==> src/rtl/bit_iter.sv <==
// bit_iter: set-bit iterator streaming the index of each set bit, lowest first
module ctz #(
  parameter int ORDER = 3,
  localparam int W = 2**ORDER
) (
  input  logic [W-1:0]     data,
  output logic [ORDER-1:0] index
);
  // lowest set bit wins by scanning from the top down; an all-zero word yields 0
  always_comb begin
    index = '0;
    for (int i = W - 1; i >= 0; i--)
      if (data[i]) index = i[ORDER-1:0];
  end
endmodule

module bit_iter #(
  parameter int ORDER = 3,
  localparam int W = 2**ORDER
) (
  input  logic             clock,
  input  logic             reset,
  input  logic             in_valid,
  output logic             in_ready,
  input  logic [W-1:0]     in_data,
  output logic             out_valid,
  input  logic             out_ready,
  output logic [ORDER-1:0] out_index,
  output logic             out_last,
  output logic             done,
  output logic [ORDER:0]   done_count
);
  typedef enum logic {IDLE, SCAN} state_t;
  state_t state;
  logic [W-1:0] word, rest;
  logic [ORDER:0] count;
  assign rest = word & (word - 1'b1);
  ctz #(.ORDER(ORDER)) u_ctz (.data(word), .index(out_index));
  assign in_ready  = state == IDLE;
  assign out_valid = state == SCAN;
  assign out_last  = out_valid && rest == '0;
  // accept a word, strip one set bit per accepted beat, pulse done when exhausted
  always_ff @(posedge clock or posedge reset)
    if (reset) begin
      state      <= IDLE;
      word       <= '0;
      count      <= '0;
      done       <= 1'b0;
      done_count <= '0;
    end else begin
      done <= 1'b0;
      if (state == IDLE && in_valid) begin
        if (in_data != '0) begin
          word  <= in_data;
          count <= '0;
          state <= SCAN;
        end else begin
          done       <= 1'b1;
          done_count <= '0;
        end
      end else if (state == SCAN && out_ready) begin
        word  <= rest;
        count <= count + 1'b1;
        if (rest == '0) begin
          state      <= IDLE;
          done       <= 1'b1;
          done_count <= count + 1'b1;
        end
      end
    end
endmodule

==> config.mk <==
export PLATFORM = sky130hd
export DESIGN_NAME = bit_iter
export DESIGN_NICKNAME = d
export VERILOG_FILES = /design/src/rtl/bit_iter.sv
export SDC_FILE = /design/constraint.sdc
export NUM_CORES = 1
export LEC_CHECK = 0
export ABC_AREA = 1
export CORE_ASPECT_RATIO = 0.8
export CORE_UTILIZATION = 35
export DETAILED_ROUTE_END_ITERATION = 8
export PLACE_DENSITY = 0.62
export REMOVE_ABC_BUFFERS = 1
export SLEW_MARGIN = 40
export SYNTH_ARGS = -nofsm -noshare
export SYNTH_HDL_FRONTEND = slang
export SYNTH_HIERARCHICAL = 1
export SYNTH_SLANG_ARGS = --single-unit
==> constraint.sdc <==
create_clock -name clock -period 1.47 [get_ports clock]
set_input_delay 0.147 -clock clock [delete_from_list [all_inputs] [get_ports clock]]
set_output_delay 0.147 -clock clock [all_outputs]
set_load 0.01 [all_outputs]
# Word-level counts from Yosys, hierarchy flattened

Index checks and enable logic that the tools add are counted.

Logic and storage cells: 47
Memory bits (read-only): 0
Bits of input ports: 12
Flip-flop bits (word level): 18
Bits in latches: 0
Memory bits (writable): 0
Memories kept: 0

Eq/ne operators: 2
Add/subtract/negate cells: 2
Div/mod/pow operators: 0
Multiply operators: 0
Shifts and indexed selects: 0
Muxes and demuxes: 26
Magnitude comparators: 0
Bitwise gates (word level): 2
Reductions and logical operators: 10

Operator list:

| kind                                                   | number |
|---|---|
| two-way mux 4 bit                                      | 7 |
| two-way mux 3 bit                                      | 8 |
| two-way mux 8 bit                                      | 3 |
| bitwise AND 8 bit                                      | 1 |
| zero test 8 bit                                        | 1 |
| two-way mux 1 bit                                      | 8 |
| nonzero test 8 bit                                     | 1 |
| subtractor 8 x 1 -> 8 bit (second input constant)      | 1 |
| AND reduction 3 bit                                    | 2 |
| adder 4 x 1 -> 4 bit (second input constant)           | 1 |
| nonzero test 2 bit                                     | 2 |
| logical AND 1 bit                                      | 3 |
| inequality test 2 x 1 -> 1 bit (second input constant) | 1 |
| inequality test 2 bit (second input constant)          | 1 |
| AND reduction 2 bit                                    | 1 |
| inverter 1 bit                                         | 1 |

# Logic depth before layout (Yosys ltp)

Depth after elaboration: 8
Mapped depth: 9
Depth with buffers taken out: 9

# Cells and area by module

The synthesis kept the hierarchy.

By module, submodules not included:

| module   | area an instance (µm²) | cells an instance | times used | sequential area each (µm²) |
|---|---|---|---|---|
| bit_iter | 998.5                  | 125               | 1          | 450.4 |
| ctz      | 95.1                   | 19                | 1          | 0.0 |

# Worst setup path before layout

No wires, ideal clock.

Kind: register to output
Start: reg word[0]
End: out out_last
Cell stages (with the launch flop): 8
Data arrival time: 1,154 ps
Data required time: 1,323 ps
Setup slack: 169 ps
Cells stage by stage: dfrtp_1 nor2_4 nand3_1 nand2_1 nand2_2 nor2_4 nand2_1 nor2_1

Word-level cells in the longest chain between the ends: 4

Ends and longest elaborated chain:

| element                   | line | RTL |
|---|---|---|
| from (decl)               | 35   | `logic [W-1:0] word, rest;` |
| from (signal assigned)    | 54   | `word <= in_data;` |
| from (signal assigned)    | 62   | `word <= rest;` |
| subtractor 8 x 1 -> 8 bit | 37   | `assign rest = word & (word - 1'b1);` |
| bitwise AND 8 bit (*)     | 37   |  |
| zero test 8 bit (*)       | 41   | `assign out_last = out_valid && rest == '0;` |
| logical AND 1 bit (*)     | 41   |  |
| to (decl)                 | 29   | `output logic out_last,` |

Every way passes the cells marked *; elsewhere a longest branch is shown, timed or not.

# Worst setup path after layout

Start: reg word[1]
End: out out_last

The elaborated chain is that of the path after synthesis.

==> run_results.csv <==
group,metric,value,unit
run_status,status,"finished, violations left",
run_status,violations,"setup timing",
final_layout,fill_cells,260,
floorplanning,rows,17,
yosys,syn_inst,144,
route,vias,1093,
timing,layout_setup_ws,-0.176,ns
yosys,synth.distinct_cells,27,
yosys,ys_ff_latch,18,
yosys,synth_top_area_share,41.2,%
final_layout,fin_cells,232,
final_layout,layout_commonest_cell,"nand2_1",
hold_path,min_path_type,"primary input to async pin",
critical_path,critPathTopFamily,"simple AND/OR/NAND/NOR gates",
floorplanning,dieArea,3350,µm²
power,vdd_drop_max,868,µV
critical_path,path_class,"flip-flop to output port",
critical_path,crit_start,"word[1]$_DFFE_PP0P_",
final_layout,mostFrequentLayoutCells,"46 x nand2_1, 24 x buf_4, 18 x clkdlybuf4s50_1, 16 x dfrtp_1, 13 x nor2_1",
floorplanning,ioPinCount,23,
critical_path,worst_setup_path_start_kind,"flip-flop",
timing,setup_viol,7,
grt,grt_usage,17.9,%
critical_path,path_max_fanout,6,
yosys,synthesis.area,1090,µm²
grt,antenna_found_initial,0,
route,drt_wl_total,2.75,mm
clocking,ctsHoldBuffers,0,
floorplanning,die_y,52.0,µm
yosys,syn_avg_cell_area,7.59,µm²
clocking,tritoncts,"built",
critical_path,cpMaxStageDelayCell,"dfrtp_2",
grt,grt_first_pass_wirelength,4.49,mm
grt,grt_max_degree,19,
job,cap_violations,0,
route,drcViolationCount,0,
critical_path,critPathBufInv,1,
final_layout,drive_above_1_share,33.5,%
clocking,clock_sinks,18,
timing,fmax,0.607,GHz
critical_path,slowest_delay,0.44,ns
placed_design,dp_hpwl,2.05,mm
floorplanning,dieWidth,64.5,µm
floorplanning,start_util,38.1,%
timing,fin_crit_sh,112,%
grt,grt_overflow,0,
critical_path,worstPathArrival,1.50,ns
timing,post-route-min-period,1.65,ns
route,wl_per_cell,11.9,µm
clocking,cts_inserted_buffers,3,
clocking,cts_max_path_buffers,2,
clocking,clk_latency,0.26,ns
timing,skew,0.00372,ns
clocking,clk_pin_slew,0.07,ns
critical_path,path_cells,"nor2_4 > nand3_2 > nand2_2 > nand2_2 > nor2_4 > nand2_1 > nor2_1 > buf_2",
timing,slew_viol_final,0,
route,drt-pass1-iter-count,4,
timing,worst_pin_slew,0.300,ns
yosys,yosysTopAreaCell,"dfrtp_1",
critical_path,timing.rr.start,"word[1]$_DFFE_PP0P_",
yosys,synth_area_leaders,"dfrtp_1 41%, nand2_1 16%, inv_1 4.5%, nor2_1 4.5%, o21ai_0 4.1%",
timing,final.setup.tns,-0.570,ns
route,via_per_inst,4.71,
clocking,htreeDepth,1,
timing,rsz0062_at_grt,"true",
critical_path,endpoint_kind,"output port",
critical_path,cp.required,1.32,ns
final_layout,antenna_cells,0,
final_layout,num-nets-final,208,
yosys,yosys_warnings,6,
yosys,ys_seq_area_share,41.2,%
placed_design,gp_congestion,0.827,
timing,max-slew-margin-rel,79.9,%
clocking,clockRootBuffer,"clkbuf_8",
floorplanning,core_area,2870,µm²
final_layout,multi_input_area,588,µm²
route,dr.first_iter.drc_count,40,
route,final_antenna_net_count,0,
placed_design,dpl.cell_count,226,
power,power.density,2090,nW/µm²
timing,hold_ws,0.206,ns
grt,grt_pass1_vias,1003,
final_layout,final-seq-area,453,µm²
timing,timing.final.hold_violations,0,
final_layout,area_growth,47.7,%
power,leakage,0.815,nW
placed_design,io_buffers,22,
==> flip-flops by register name (all words and copies together) (netlist names) <==
name and flops:
word 8, count 4, done_count 4, done 1
out_valid 1
==> cell families after synthesis <==
| family | after synthesis | share of synthesized area, % |
|---|---|---|
| buf+inv | 19 | 7.21 |
| compound gates | 22 | 12.0 |
| xor+xnor | 1 | 0.801 |
| fa+ha+maj | 1 | 1.14 |
| simple gates | 83 | 37.6 |
| flops | 18 | 41.2 |
==> layer usage <==
| layer | global-route usage (%) | part of all wire (%) |
|---|---|---|
| met3 | 4.82 | 3.3 |
| met1 | 24.9 | 52 |
| met5 | 0 | 0 |
| met2 | 27.0 | 43 |
| met4 | 5.19 | 1.2 |
==> metrics by stage <==
| step | cell area, µm² | power (mW) | utilization, % | setup WS, ns |
|---|---|---|---|---|
| 6_report | 1620 | 3.37 | 56.3 | -0.176 |
| 5_1_grt | 1620 | 3.68 | 56.3 | -0.284 |
| 4_1_cts | 1580 | 3.29 | 54.9 | -0.198 |
| 3_5_place_dp | 1530 | 2.91 | 53.3 | -0.316 |
| 3_3_place_gp | 1530 | 2.88 | 53.3 | -0.290 |
| 2_1_floorplan | 1080 | 2.00 | - | 0.0330 |
==> worst paths after layout <==
| check | depth (start not counted) | to | slack, ns |
|---|---|---|---|
| max | 8 | out_last | -0.18 |
| min | 3 | done_count[2]$_DFFE_PP0P_ | 0.21 |
| max reg2reg | 10 | done_count[3]$_DFFE_PP0P_ | -0.04 |
| min reg2reg | 2 | done_count[0]$_DFFE_PP0P_ | 0.51 |
| max in group asynchronous | 3 | word[1]$_DFFE_PP0P_ | 1.05 |
| min in group clock | 2 | done_count[0]$_DFFE_PP0P_ | 0.51 |
==> worst register-to-register path: cells and delay by family, from the launching register on <==
kind | cells | cell delay [ns]
buffers and inverters | 1 | 0.12
DFF | 1 | 0.44
and+or+nand+nor | 9 | 0.90
==> layout make-up <==
cell class	count	area share (%)
inverters	17	4.26
clock buffers	4	3.41
flip-flops and latches	18	28.0
well taps	38	2.94
repair buffers	48	24.9
multi-input cells	107	36.4
==> where the power goes <==
part / total (mW) / switching (mW) / internal [mW]
Sequential: 0.881 / 0.178 / 0.703
Combinational: 2.09 / 1.07 / 1.01
Clock: 0.407 / 0.168 / 0.238
==> synthesized netlist by cell type, drive strengths merged <==
cell type	n
nand2	52
dfrtp	18
nor2	17
inv	16
o21ai	12
nand3	10
a21oi	5
o211ai	3
buf	2
or2	2
a22o	1
a31oi	1
clkinv	1
ha	1
nor3	1
nor3b	1
xnor2	1
==> repair_timing <==
item / in CTS / in global routing
pin swaps: 2 / 5
setup endpoints to repair: 4 / 10
gates resized for setup: 18 / 11
buffers inserted: 1 / 1
Note: power is estimated with default switching activity, not from simulation.
